**src/rtl/mem_port_arbiter_pkg.sv**
```systemverilog
// Shared types and default widths for the IF/LS memory port arbiter.
package mem_arb_pkg;

  localparam int unsigned AWIDTH_DEF = 32;
  localparam int unsigned DWIDTH_DEF = 32;

  // Transaction sequencing: accept -> drive memory request -> await response
  typedef enum logic [1:0] {
    ST_IDLE  = 2'd0,
    ST_ISSUE = 2'd1,
    ST_WAIT  = 2'd2
  } state_e;

  // Requester identity, used both for the current grant and round-robin history
  typedef enum logic {
    GNT_IF = 1'b0,
    GNT_LS = 1'b1
  } grant_e;

endpackage

```
**src/rtl/mem_port_arbiter_if.sv**
```systemverilog
// Bundle of fetch, load/store and memory-side handshake signals.
// slave: arbiter view. master: environment view (requesters and memory).
interface mem_port_arbiter_if
  import mem_arb_pkg::*;
#(
  parameter int unsigned AWIDTH = AWIDTH_DEF,
  parameter int unsigned DWIDTH = DWIDTH_DEF
);

  // Fetch requester
  logic                  if_req_valid;
  logic [AWIDTH-1:0]     if_req_addr;
  logic                  if_req_ready;
  logic                  if_rsp_valid;
  logic [DWIDTH-1:0]     if_rsp_data;

  // Load/store requester
  logic                  ls_req_valid;
  logic [AWIDTH-1:0]     ls_req_addr;
  logic                  ls_req_we;
  logic [DWIDTH-1:0]     ls_req_wdata;
  logic [DWIDTH/8-1:0]   ls_req_wmask;
  logic                  ls_req_ready;
  logic                  ls_rsp_valid;
  logic [DWIDTH-1:0]     ls_rsp_data;

  // Memory port
  logic                  mem_req_valid;
  logic [AWIDTH-1:0]     mem_req_addr;
  logic                  mem_req_we;
  logic [DWIDTH-1:0]     mem_req_wdata;
  logic [DWIDTH/8-1:0]   mem_req_wmask;
  logic                  mem_req_ready;
  logic                  mem_rsp_valid;
  logic [DWIDTH-1:0]     mem_rsp_data;

  modport slave (
    input  if_req_valid, if_req_addr,
    output if_req_ready, if_rsp_valid, if_rsp_data,
    input  ls_req_valid, ls_req_addr, ls_req_we, ls_req_wdata, ls_req_wmask,
    output ls_req_ready, ls_rsp_valid, ls_rsp_data,
    output mem_req_valid, mem_req_addr, mem_req_we, mem_req_wdata, mem_req_wmask,
    input  mem_req_ready, mem_rsp_valid, mem_rsp_data
  );

  modport master (
    output if_req_valid, if_req_addr,
    input  if_req_ready, if_rsp_valid, if_rsp_data,
    output ls_req_valid, ls_req_addr, ls_req_we, ls_req_wdata, ls_req_wmask,
    input  ls_req_ready, ls_rsp_valid, ls_rsp_data,
    input  mem_req_valid, mem_req_addr, mem_req_we, mem_req_wdata, mem_req_wmask,
    output mem_req_ready, mem_rsp_valid, mem_rsp_data
  );

endinterface

```
**src/rtl/mem_port_arbiter_rr_arbiter2.sv**
```systemverilog
// Two-input round-robin grant. History only advances when a grant is taken.
module rr_arbiter2
  import mem_arb_pkg::*;
(
  input  logic   clock,
  input  logic   reset,
  input  logic   i_req_if,
  input  logic   i_req_ls,
  input  logic   i_en,
  output logic   o_any,
  output grant_e o_grant
);

  grant_e r_last;

  // Pick a winner: sole requester wins, otherwise the one not served last
  always_comb begin
    o_any   = i_req_if | i_req_ls;
    o_grant = GNT_IF;
    if (i_req_if && i_req_ls) begin
      o_grant = (r_last == GNT_IF) ? GNT_LS : GNT_IF;
    end else if (i_req_ls) begin
      o_grant = GNT_LS;
    end
  end

  // Remember the last granted requester; reset history favours LS next
  always_ff @(posedge clock) begin
    if (reset) begin
      r_last <= GNT_IF;
    end else if (i_en && o_any) begin
      r_last <= o_grant;
    end
  end

endmodule

```
**src/rtl/mem_port_arbiter.sv**
```systemverilog
// Shares one memory port between fetch and load/store, one transaction at a time.
module mem_port_arbiter
  import mem_arb_pkg::*;
#(
  parameter int unsigned AWIDTH = AWIDTH_DEF,
  parameter int unsigned DWIDTH = DWIDTH_DEF
)(
  input  logic                clock,
  input  logic                reset,
  mem_port_arbiter_if.slave   bus,
  output logic                err
);

  localparam int unsigned MWIDTH = DWIDTH / 8;

  state_e              r_state;
  state_e              w_next;
  logic                w_accept;
  logic                w_any;
  grant_e              w_grant;
  grant_e              r_gnt;

  logic [AWIDTH-1:0]   r_addr;
  logic                r_we;
  logic [DWIDTH-1:0]   r_wdata;
  logic [MWIDTH-1:0]   r_wmask;

  logic                r_if_rsp_valid;
  logic [DWIDTH-1:0]   r_if_rsp_data;
  logic                r_ls_rsp_valid;
  logic [DWIDTH-1:0]   r_ls_rsp_data;
  logic                r_err;

  logic                w_rsp_take;
  logic                w_rsp_stray;

  rr_arbiter2 u_rr (
    .clock    (clock),
    .reset    (reset),
    .i_req_if (bus.if_req_valid),
    .i_req_ls (bus.ls_req_valid),
    .i_en     (w_accept),
    .o_any    (w_any),
    .o_grant  (w_grant)
  );

  assign w_rsp_take  = (r_state == ST_WAIT) && bus.mem_rsp_valid;
  assign w_rsp_stray = (r_state != ST_WAIT) && bus.mem_rsp_valid;

  // Next state and accept decision; accept is suppressed while reset is held
  always_comb begin
    w_next   = r_state;
    w_accept = 1'b0;
    unique case (r_state)
      ST_IDLE: begin
        if (w_any && !reset) begin
          w_accept = 1'b1;
          w_next   = ST_ISSUE;
        end
      end
      ST_ISSUE: begin
        if (bus.mem_req_ready) w_next = ST_WAIT;
      end
      ST_WAIT: begin
        if (bus.mem_rsp_valid) w_next = ST_IDLE;
      end
      default: w_next = ST_IDLE;
    endcase
  end

  // State register
  always_ff @(posedge clock) begin
    if (reset) r_state <= ST_IDLE;
    else       r_state <= w_next;
  end

  // Capture the granted request; fetches are forced to plain reads
  always_ff @(posedge clock) begin
    if (reset) begin
      r_gnt   <= GNT_IF;
      r_addr  <= '0;
      r_we    <= 1'b0;
      r_wdata <= '0;
      r_wmask <= '0;
    end else if (w_accept) begin
      r_gnt <= w_grant;
      if (w_grant == GNT_LS) begin
        r_addr  <= bus.ls_req_addr;
        r_we    <= bus.ls_req_we;
        r_wdata <= bus.ls_req_wdata;
        r_wmask <= bus.ls_req_wmask;
      end else begin
        r_addr  <= bus.if_req_addr;
        r_we    <= 1'b0;
        r_wdata <= '0;
        r_wmask <= '0;
      end
    end
  end

  // Route the memory response to the granted requester as a one-cycle pulse
  always_ff @(posedge clock) begin
    if (reset) begin
      r_if_rsp_valid <= 1'b0;
      r_if_rsp_data  <= '0;
      r_ls_rsp_valid <= 1'b0;
      r_ls_rsp_data  <= '0;
    end else begin
      r_if_rsp_valid <= w_rsp_take && (r_gnt == GNT_IF);
      r_ls_rsp_valid <= w_rsp_take && (r_gnt == GNT_LS);
      if (w_rsp_take && (r_gnt == GNT_IF)) r_if_rsp_data <= bus.mem_rsp_data;
      if (w_rsp_take && (r_gnt == GNT_LS)) r_ls_rsp_data <= r_we ? '0 : bus.mem_rsp_data;
    end
  end

  // Sticky flag for responses arriving with nothing outstanding
  always_ff @(posedge clock) begin
    if (reset)            r_err <= 1'b0;
    else if (w_rsp_stray) r_err <= 1'b1;
  end

  assign bus.if_req_ready  = w_accept && (w_grant == GNT_IF);
  assign bus.ls_req_ready  = w_accept && (w_grant == GNT_LS);
  assign bus.if_rsp_valid  = r_if_rsp_valid;
  assign bus.if_rsp_data   = r_if_rsp_data;
  assign bus.ls_rsp_valid  = r_ls_rsp_valid;
  assign bus.ls_rsp_data   = r_ls_rsp_data;
  assign bus.mem_req_valid = (r_state == ST_ISSUE);
  assign bus.mem_req_addr  = r_addr;
  assign bus.mem_req_we    = r_we;
  assign bus.mem_req_wdata = r_wdata;
  assign bus.mem_req_wmask = r_wmask;
  assign err               = r_err;

endmodule

```
**src/flat_wrapper.sv**
```systemverilog
// flat-port wrapper written by rule: the top's interface ports become plain ports
module mem_port_arbiter_flat import mem_arb_pkg::*;
#(
  parameter int unsigned AWIDTH = AWIDTH_DEF,
  parameter int unsigned DWIDTH = DWIDTH_DEF
)
  (clock, reset, err, bus_if_req_valid, bus_if_req_addr, bus_if_req_ready, bus_if_rsp_valid, bus_if_rsp_data, bus_ls_req_valid, bus_ls_req_addr, bus_ls_req_we, bus_ls_req_wdata, bus_ls_req_wmask, bus_ls_req_ready, bus_ls_rsp_valid, bus_ls_rsp_data, bus_mem_req_valid, bus_mem_req_addr, bus_mem_req_we, bus_mem_req_wdata, bus_mem_req_wmask, bus_mem_req_ready, bus_mem_rsp_valid, bus_mem_rsp_data);
  mem_port_arbiter_if #(.AWIDTH(AWIDTH), .DWIDTH(DWIDTH)) bus_i ();
  input  logic clock;
  input  logic reset;
  output logic err;
  input wire logic [$bits(bus_i.if_req_valid)-1:0] bus_if_req_valid;
  input wire logic [$bits(bus_i.if_req_addr)-1:0] bus_if_req_addr;
  output wire logic [$bits(bus_i.if_req_ready)-1:0] bus_if_req_ready;
  output wire logic [$bits(bus_i.if_rsp_valid)-1:0] bus_if_rsp_valid;
  output wire logic [$bits(bus_i.if_rsp_data)-1:0] bus_if_rsp_data;
  input wire logic [$bits(bus_i.ls_req_valid)-1:0] bus_ls_req_valid;
  input wire logic [$bits(bus_i.ls_req_addr)-1:0] bus_ls_req_addr;
  input wire logic [$bits(bus_i.ls_req_we)-1:0] bus_ls_req_we;
  input wire logic [$bits(bus_i.ls_req_wdata)-1:0] bus_ls_req_wdata;
  input wire logic [$bits(bus_i.ls_req_wmask)-1:0] bus_ls_req_wmask;
  output wire logic [$bits(bus_i.ls_req_ready)-1:0] bus_ls_req_ready;
  output wire logic [$bits(bus_i.ls_rsp_valid)-1:0] bus_ls_rsp_valid;
  output wire logic [$bits(bus_i.ls_rsp_data)-1:0] bus_ls_rsp_data;
  output wire logic [$bits(bus_i.mem_req_valid)-1:0] bus_mem_req_valid;
  output wire logic [$bits(bus_i.mem_req_addr)-1:0] bus_mem_req_addr;
  output wire logic [$bits(bus_i.mem_req_we)-1:0] bus_mem_req_we;
  output wire logic [$bits(bus_i.mem_req_wdata)-1:0] bus_mem_req_wdata;
  output wire logic [$bits(bus_i.mem_req_wmask)-1:0] bus_mem_req_wmask;
  input wire logic [$bits(bus_i.mem_req_ready)-1:0] bus_mem_req_ready;
  input wire logic [$bits(bus_i.mem_rsp_valid)-1:0] bus_mem_rsp_valid;
  input wire logic [$bits(bus_i.mem_rsp_data)-1:0] bus_mem_rsp_data;
  assign bus_i.if_req_valid = bus_if_req_valid;
  assign bus_i.if_req_addr = bus_if_req_addr;
  assign bus_if_req_ready = bus_i.if_req_ready;
  assign bus_if_rsp_valid = bus_i.if_rsp_valid;
  assign bus_if_rsp_data = bus_i.if_rsp_data;
  assign bus_i.ls_req_valid = bus_ls_req_valid;
  assign bus_i.ls_req_addr = bus_ls_req_addr;
  assign bus_i.ls_req_we = bus_ls_req_we;
  assign bus_i.ls_req_wdata = bus_ls_req_wdata;
  assign bus_i.ls_req_wmask = bus_ls_req_wmask;
  assign bus_ls_req_ready = bus_i.ls_req_ready;
  assign bus_ls_rsp_valid = bus_i.ls_rsp_valid;
  assign bus_ls_rsp_data = bus_i.ls_rsp_data;
  assign bus_mem_req_valid = bus_i.mem_req_valid;
  assign bus_mem_req_addr = bus_i.mem_req_addr;
  assign bus_mem_req_we = bus_i.mem_req_we;
  assign bus_mem_req_wdata = bus_i.mem_req_wdata;
  assign bus_mem_req_wmask = bus_i.mem_req_wmask;
  assign bus_i.mem_req_ready = bus_mem_req_ready;
  assign bus_i.mem_rsp_valid = bus_mem_rsp_valid;
  assign bus_i.mem_rsp_data = bus_mem_rsp_data;
  mem_port_arbiter #(.AWIDTH(AWIDTH), .DWIDTH(DWIDTH)) u_core (.clock(clock), .reset(reset), .bus(bus_i), .err(err));
endmodule
```
**config.mk**
```make
export PLATFORM = sky130hd
export DESIGN_NAME = mem_port_arbiter_flat
export DESIGN_NICKNAME = d
export VERILOG_FILES = /design/src/rtl/mem_port_arbiter_pkg.sv /design/src/rtl/mem_port_arbiter_if.sv /design/src/rtl/mem_port_arbiter_rr_arbiter2.sv /design/src/rtl/mem_port_arbiter.sv /design/src/flat_wrapper.sv
export SDC_FILE = /design/constraint.sdc
export NUM_CORES = 1
export LEC_CHECK = 0
export ABC_AREA = 1
export CAP_MARGIN = 10
export CELL_PAD_IN_SITES_DETAIL_PLACEMENT = 2
export CELL_PAD_IN_SITES_GLOBAL_PLACEMENT = 2
export CORE_MARGIN = 1.5
export CORE_UTILIZATION = 19
export DETAILED_ROUTE_END_ITERATION = 16
export MAX_ROUTING_LAYER = met4
export PLACE_DENSITY_LB_ADDON = 0.1
export SLEW_MARGIN = 10
export SYNTH_ARGS = -nofsm -noshare
export SYNTH_HDL_FRONTEND = slang
export SYNTH_SLANG_ARGS = --single-unit
```
**constraint.sdc**
```tcl
create_clock -name clock -period 1.2 [get_ports clock]
set_input_delay 0.24 -clock clock [delete_from_list [all_inputs] [get_ports clock]]
set_output_delay 0.24 -clock clock [all_outputs]
set_load 0.02 [all_outputs]
```
== After elaboration in Yosys (flattened, before gate mapping) ==
Index checks and enable logic that the tools add are counted.

* Register bits: 140
* Bits of input ports: 139
* Output and inout bits: 139
* Word-level logic and storage cells: 47

* Equal/unequal tests: 6
* Mux-type cells: 14
* Bitwise logic cells: 3
* Reduce and logical (&&, ||, !) cells: 12

{| class="wikitable"
|+ Operators by type and width
! kind !! number
|-
| $mux W32 || 3
|-
| $logic_and A1 B1 Y1 || 9
|-
| $mux W1 || 6
|-
| $mux W2 || 3
|-
| $pmux W2 S3 || 1
|-
| $mux W4 || 1
|-
| $ne A2 B1 Y1 const B || 2
|-
| $ne A2 B2 Y1 const B || 2
|-
| $reduce_and A3 Y1 || 1
|-
| $eq A2 B1 Y1 const B || 1
|-
| $eq A2 B2 Y1 const B || 1
|-
| $logic_not A2 Y1 || 1
|-
| $not A1 Y1 || 2
|-
| $logic_not A1 Y1 || 1
|-
| $or A1 B1 Y1 || 1
|}

== Longest topological paths before layout ==
* Depth after elaboration: 5
* Depth in mapped cells: 7
* Depth with buffers taken out: 6

== Cells and area by module ==
A second synthesis with hierarchy kept.

* Cells, all modules: 879
* Area, all modules: 6109.6 um^2

{| class="wikitable"
|+ By module, submodules not included
! module !! instances !! cells each !! area each (um^2)
|-
| mem_port_arbiter || 1 || 871 || 6049.6
|-
| rr_arbiter2 || 1 || 8 || 60.1
|}

== Worst setup path after synthesis ==
No wires, ideal clock.

* Path type: input to output
* Start point: input bus_ls_req_valid
* End point: output bus_ls_req_ready
* Arrival time: 1.178 ns
* Setup slack: -0.218 ns
* Stages: 6
* Buffers on the path: 2
* Cell sequence: buf_2 nor2_4 nor2_1 nand2_4 buf_6 nor2_1

* Cells in the longest elaborated chain, start to end: 5
* Elaborated cells on any way between the ends: 8
* Classes of those cells: mux (4); bitwise (1); reduce/logical (3)

{| class="wikitable"
|+ Ends and longest elaborated chain
! what !! RTL line !! source
|-
| from (decl) || flat_wrapper.sv:17 || <nowiki>input wire logic [$bits(bus_i.ls_req_valid)-1:0] bus_ls_req_valid;</nowiki>
|-
| $or A1 B1 Y1 || mem_port_arbiter_rr_arbiter2.sv:18 || <nowiki>o_any = i_req_if | i_req_ls;</nowiki>
|-
| $logic_and A1 B1 Y1 || mem_port_arbiter.sv:56 || <nowiki>if (w_any && !reset) begin</nowiki>
|-
| $mux W1 || mem_port_arbiter.sv:56 ||
|-
| $mux W1 || mem_port_arbiter.sv:54 || <nowiki>unique case (r_state)</nowiki>
|-
| $logic_and A1 B1 Y1 (*) || mem_port_arbiter.sv:123 || <nowiki>assign bus.ls_req_ready = w_accept && (w_grant == GNT_LS);</nowiki>
|-
| to (decl) || flat_wrapper.sv:22 || <nowiki>output wire logic [$bits(bus_i.ls_req_ready)-1:0] bus_ls_req_ready;</nowiki>
|}

Mark *: on every way between the ends. The rest lies on a longest branch, timed or not.

== Worst setup path in the final report ==
* Start point: register u_core.r_state[0]
* End point: output bus_if_req_ready

* Cells in the longest elaborated chain, start to end: 3

{| class="wikitable"
|+ Ends and longest elaborated chain
! what !! RTL line !! source
|-
| from (decl) || mem_port_arbiter.sv:16 || <nowiki>state_e r_state;</nowiki>
|-
| from (signal assigned) || mem_port_arbiter.sv:74 || <nowiki>else r_state <= w_next;</nowiki>
|-
| $logic_not A2 Y1 || mem_port_arbiter.sv:54 ||
|-
| $mux W1 || mem_port_arbiter.sv:54 ||
|-
| $logic_and A1 B1 Y1 || mem_port_arbiter.sv:122 || <nowiki>assign bus.if_req_ready = w_accept && (w_grant == GNT_IF);</nowiki>
|-
| to (decl) || flat_wrapper.sv:14 || <nowiki>output wire logic [$bits(bus_i.if_req_ready)-1:0] bus_if_req_ready;</nowiki>
|}

Every way passes these cells.

==> results.json <==
{
  "grt.total_usage_pct": 17.8,
  "cts_tree": "yes",
  "avgSynthCellArea_um2": 7.19,
  "synth_top_area_cell": "dfxtp_1",
  "max_cap_violations": 0,
  "clkLatencyLatePin_ps": 430,
  "cts_sinks": 140,
  "dp_hpwl_um": 17100,
  "routed_wl_um": 28700,
  "power_switching_w": 0.00389,
  "fin_skew_ps": 9.90,
  "ys_ff_latch": 140,
  "hp-class": "input port to flip-flop",
  "slew_viol_final": 0,
  "rrSetupSlack_ps": -370,
  "finalInstanceArea_um2": 11300,
  "fillers": 3325,
  "ant_nets": 0,
  "netlist_top_cells_count": "nand2_1, dfxtp_1, nor2_1, nand3_1, a21oi_1",
  "cp.required_ps": 960,
  "fin_crit_sh_pct": 132,
  "setup_violations": 142,
  "first_iter_violations": 216,
  "ff2ff_path_depth": 9,
  "dp.cells": 1451,
  "cts_max_level": 4,
  "p_total_w": 0.0138,
  "grt_pass1_wl_um": 40500,
  "worstPathArrival_ps": 1350,
  "worst_setup_path_start_kind": "flip-flop",
  "end_kind": "primary output",
  "tns_ps": -38450,
  "hold_start": "reset",
  "cts.reportedPaths.clkPinSlew_ps": 60,
  "clock-root-buffer": "clkbuf_16",
  "rsz0062_at_grt": "yes",
  "ys.flop_type": "dfxtp_1",
  "vias_per_cell": 4.29,
  "outcome": "finished with violations",
  "grt_pass1_vias": 6978,
  "setup_slack_ps": -387,
  "io_buffers": 277,
  "netlist_area_um2": 5800,
  "pwr-share-seq_pct": 35.8,
  "dpl-instance-area_um2": 9040,
  "numCtsBuffers": 17,
  "comb_power_share_pct": 21.4,
  "ios": 278,
  "worst_r2r_endpoint": "u_core.bus.mem_req_wdata[4]",
  "yosys_warnings": 0,
  "ys_seq_area_share_pct": 48.3,
  "die_area_um2": 31600,
  "relSlewSlack_pct": 33.8,
  "final-instance-count-excl-fill": 1537,
  "coreArea_um2": 29900,
  "clockBufferDepth": 2,
  "max_freq_mhz": 630,
  "ir_drop_mv": 0.831,
  "synth_top_area_share_pct": 48.3,
  "hold_end": "u_core.bus.mem_req_addr[20]",
  "whs_path_depth": 3,
  "num_vias": 6595,
  "p_clk_share_pct": 42.8,
  "ctsHoldBuffers": 0,
  "place_congestion": 0.730,
  "synth_edf_count": 0,
  "syn_to_final_growth_pct": 93.9,
  "ys_top_cells_by_area": "dfxtp_1, nand2_1, nand3_1",
  "switching_share_pct": 28.1,
  "die_w_um": 178,
  "worstReg2RegStart": "u_core.r_state[0]",
  "synth_cell_types": 21,
  "initial_utilization_pct": 19.4,
  "crit_fanout": 2,
  "wl_per_cell_um": 18.7,
  "violations": "setup timing",
  "post-route-min-period_ps": 1590,
  "drc": 0,
  "p_leak_nw": 4.86,
  "synth.most_common_cell": "nand2_1",
  "antenna_found_initial": 2,
  "hold_viol": 0,
  "drive_gt1_share_pct": 43.2,
  "setup.worst_path.class": "flip-flop to primary output",
  "intPower_w": 0.00996,
  "power.density_nw_per_um2": 1230,
  "syn_nets": 946,
  "worstMarginPinSlew_ps": 993,
  "netlist_instances": 807,
  "gr-total-overflow": 0,
  "dr.pass1.iters": 4,
  "synthArstFlopShare_pct": 0,
  "dieHeight_um": 178,
  "grt_max_degree": 66,
  "fp-row-count": 63,
  "nets": 1271
}
## cell type report
type	instances	area (µm²)	share of cell area (%)
Timing Repair Buffer	364	3920	34.8
Inverter	48	198	1.76
Tap cell	390	488	4.34
Antenna cell	2	5.00	0.0445
Clock inverter	13	204	1.81
Sequential cell	140	2910	25.8
Clock buffer	19	443	3.94
Multi-Input combinational cell	561	3090	27.5
## power by group through the flow
stage	combinational, W	clock [W]	sequential, W
CTS	0.00267	0.00618	0.00493
global route	0.00318	0.00633	0.00498
global placement	0.00215	0	0.00503
floorplan	0.000828	0	0.00523
detailed placement	0.00216	0	0.00503
finish	0.00296	0.00593	0.00496
## state kept, by name, summed over array words and instances, names as in the netlist
register / cells
u_core.err: 1
u_core.bus.ls_rsp_valid: 1
u_core.bus.mem_req_addr: 32
u_core.bus.mem_req_wmask: 4
u_core.bus.if_rsp_valid: 1
u_core.bus.mem_req_we: 1
u_core.r_gnt: 1
u_core.bus.ls_rsp_data: 32
u_core.bus.mem_req_wdata: 32
u_core.r_state: 2
u_core.u_rr.r_last: 1
u_core.bus.if_rsp_data: 32
## layer usage
| layer | routed length (µm) | track usage, % | share of wire (%) | vias to the layer above |
|---|---|---|---|---|
| met3 | 1760 | 5.63 | 6.1 | 14 |
| met2 | 14500 | 30.1 | 51 | 158 |
| met5 | 0 | - | 0 | - |
| met1 | 12200 | 20.5 | 42 | 3211 |
| li1 | - | - | - | 3212 |
| met4 | 276 | 4.13 | 0.96 | 0 |
## repair_timing
| action | CTS | global route |
|---|---|---|
| setup buffers | 22 | 21 |
| hold endpoints to repair | 0 | 0 |
| endpoints found under the setup margin | 273 | 234 |
| cloned | 15 | 7 |
| pin swaps | 9 | 53 |
| resized for setup | 745 | 323 |
## through the flow
step / worst slack [ps] / hold WS, ps / util, %
after floorplan: -112 / 374 / -
final: -387 / 355 / 37.7
after CTS: -360 / 312 / 34.1
after global routing: -455 / 366 / 37.7
after global placement: -916 / 451 / 30.3
after detailed placement: -968 / 458 / 30.3
## worst max-delay path, stage by stage (launching register included)
cell and delay [ps]:
dfxtp_4 350, nor2_4 130, nand2_2 80, nor2_4 140
nand2_4 70, inv_4 50, buf_6 110
## how the worst max path moves through the flow
stage,startpoint,end
3_3_place_gp,bus_ls_req_valid,u_core.bus.mem_req_wdata[16]
3_5_place_dp,bus_ls_req_valid,u_core.bus.mem_req_wdata[14]
5_1_grt,u_core.r_state[0],bus_if_req_ready
6_report,u_core.r_state[0],bus_if_req_ready
4_1_cts,u_core.r_state[1],u_core.bus.mem_req_wdata[22]
2_1_floorplan,u_core.r_state[0],bus_if_req_ready
## cell usage in the layout, fill, tap and decap left out, types with 2 or more instances in the layout
master	count
inv_2	3
buf_2	7
buf_6	55
buf_16	10
a21oi_1	26
nand3_1	65
inv_4	4
a21oi_2	45
inv_6	3
clkdlybuf4s50_1	135
clkbuf_16	23
dlygate4sd2_1	2
nor2_4	15
buf_4	121
nand3_4	6
nand2_2	7
inv_8	3
clkinv_4	4
dfxtp_2	76
buf_12	17
dfxtp_1	61
nand2_1	232
nor2_1	88
bufbuf_16	3
nand2_4	5
buf_8	8
nor2_2	10
dfxtp_4	3
inv_1	40
bufinv_16	4
o21ai_2	31
diode_2	2
nand3_2	27
## cell families (layout without fill, tap and decap cells)
| kind of cell | after synthesis | count (layout) | share of synthesized area [%] |
|---|---|---|---|
| AND/OR/NAND/NOR | 458 | 458 | 33.0 |
| other | 0 | 2 | 0 |
| AO/OA/AOI/OAI | 103 | 103 | 8.88 |
| flip-flops | 140 | 140 | 48.3 |
| buffers and inverters | 106 | 444 | 9.79 |
Power figures use the tool's default switching activity.
==> RTL edit: new RTL, same flow settings <==
Set the package constant `DWIDTH_DEF` to 64 (it was 32).
--- a/src/rtl/mem_port_arbiter_pkg.sv
+++ b/src/rtl/mem_port_arbiter_pkg.sv
@@ -2,7 +2,7 @@
 package mem_arb_pkg;
 
   localparam int unsigned AWIDTH_DEF = 32;
-  localparam int unsigned DWIDTH_DEF = 32;
+  localparam int unsigned DWIDTH_DEF = 64;
 
   // Transaction sequencing: accept -> drive memory request -> await response
   typedef enum logic [1:0] {
Interface: changed (7 resized); port bits go from 278 to 446. The function was not compared with the original's and may differ.
==> RTL edit against the original RTL <==
The flow still finishes with violations (negative setup slack). Cell count increased by 64%. Final area grew 66%. Sequential cell count is 100 higher. Setup slack got worse by 0.11 ns. Register-to-register slack got worse by 0.09 ns. Clock power increased by 63%. Count of clock-buffer cells in the layout grew 30. Total power rose by 60%. Synthesized area rose by 62%. Routed wire length grew 75%. Sequential share of layout area grew 1.3 points. Fmax is 6.5% lower.
==> RTL edit: results (changes against the original RTL) <==
timing:
  tns_ns: -75.75  # -37.30 ns
  report.final.setup_viol: 471  # +230%
  finalClockSkew_ns: 0.0211  # +0.0112 ns
  setup_ws_ns: -0.496  # -0.110 ns
global_routing:
  grt_max_degree: 62  # -6.1%
  grt_pass1_vias: 11512  # +65%
  grt_use_met3_pct: 5.95  # +0.31 points
  grt.total_usage_pct: 18.8  # +0.97 points
  use_met1_pct: 21.2  # +0.74 points
  grt_first_pass_wirelength_um: 70400  # +74%
  antenna_found_initial: 7  # +5
logic_synthesis:
  synthTopCellsByCount: "nand2_1, dfxtp_1, nor2_1, nand3_1, a21oi_1"
  yosysWarningCount: 0  # unchanged
  yosysSeqAreaShare_pct: 51.1  # +2.8 points
  synth_area_leaders: "dfxtp_1, nand2_1, nand3_1, nor2_1, a21oi_1"
  synth_nets: 1527  # +61%
  ys_ff_latch: 240  # +71%
  synth_cells: 1320  # +64%
  synth_compound_area_share_pct: 9.09  # +0.21 points
  syn_area_per_cell_um2: 7.13  # -0.88%
power_and_ir_drop:
  p_sw_w: 0.00600  # +54%
  ir_drop_uv: 810  # -2.5%
  totalPowerFinal_w: 0.0221  # +60%
  p_seq_w: 0.00848  # +71%
  power.leakage_nw: 7.99  # +65%
  pg_comb_w: 0.00394  # +33%
place:
  dp_hpwl_um: 31700  # +85%
  place_worst_setup_slack_ns: -0.993  # -0.0242 ns
  dp_cells: 2397  # +65%
  globalplace.congestion: 0.751  # +3.0%
  io_buffers: 445  # +61%
  placed_area_um2: 14900  # +65%
layout:
  antenna_cells: 6  # +4
  multi_input_gates: 897  # +60%
  clk_share_pct: 5.57  # -0.18 points
  signal_buffers: 581  # +60%
  multi_input_area_um2: 4590  # +48%
  sh_seq_area_pct: 27.1  # +1.3 points
  clkbuf_count: 49  # +30
  num-nonclk-inverters: 85  # +77%
  final-nonclk-buf-share_pct: 36.2  # +1.5 points
  nFillCells: 5410  # +63%
  layout-drive-gt1-share_pct: 43.1  # -0.17 points
  nNetsFinal: 2046  # +61%
drt:
  dr_wl_met2_um: 24800  # +71%
  wl_met1_um: 21200  # +74%
  routed_wl_um: 50300  # +75%
  dr_wl_met3_um: 3260  # +85%
  drt_iter0_drc: 312  # +44%
  via_count: 10818  # +64%
outcome:
  status: "finished, violations left"
  violations: "negative setup slack"
cts:
  numCtsBuffers: 34  # +17
  cts_htree_levels: 2  # -2
  clock_path_buffers: 3  # +1
  insertion_delay_ns: 0.53  # +0.10 ns
critical_path:
  cp_slowest_cell: "clkdlybuf4s50_1"
  critical-path-top-delay-family: "buffers and inverters"
  cp.arrival_ns: 1.46  # +0.11 ns
  max_stage_delay_ns: 0.45  # +0.10 ns
## RTL edit: changes by cell type in the layout (fill, tap and decap cells not counted), moves of 31 or more
cell and delta:
a21oi_1 +74, a21oi_2 -38, buf_4 -31, buf_6 +156, clkdlybuf4s50_1 +69, dfxtp_2 +127, inv_1 +39, nand2_1 +108
nand3_2 +57, nor2_1 +97, o21ai_1 +31
## RTL edit: cell families (layout without fill, tap and decap cells)
logic type,Yosys count,in the layout
AO/OA/AOI/OAI,171,171
buffers and inverters,183,721
flip-flops,240,240
other,0,6
AND/OR/NAND/NOR,726,726
## RTL edit: worst reg2reg max path, cell delays in order, from the launching register on
cell and delay [ns]:
dfxtp_2 0.33, buf_4 0.13, buf_6 0.11, nor2_4 0.14
buf_6 0.12, nand3_4 0.12, buf_12 0.20, clkinv_16 0.08
clkbuf_16 0.18, nor2_1 0.05, nor2_1 0.11
## RTL edit: timing repair
| action | CTS | global route |
|---|---|---|
| resized for setup | 1582 | 135 |
| cloned | 16 | 18 |
| pin swaps | 19 | 92 |
| setup buffers | 35 | 9 |
| setup endpoints to repair | 478 | 479 |
## RTL edit: final timing paths
check             slack (ns)                                      end  cells after the start                                     from
hold / removal          0.29  u_core.bus.ls_rsp_data[55]$_SDFFE_PP0P_                      3                     bus_mem_rsp_data[55]
setup / recovery       -0.50                         bus_ls_req_ready                      7                         bus_ls_req_valid
setup reg to reg       -0.46  u_core.bus.if_rsp_data[34]$_SDFFE_PP0P_                     10           u_core.r_state[0]$_SDFFE_PP0P_
hold reg to reg         0.45  u_core.bus.ls_rsp_data[13]$_SDFFE_PP0P_                      2  u_core.bus.ls_rsp_data[13]$_SDFFE_PP0P_
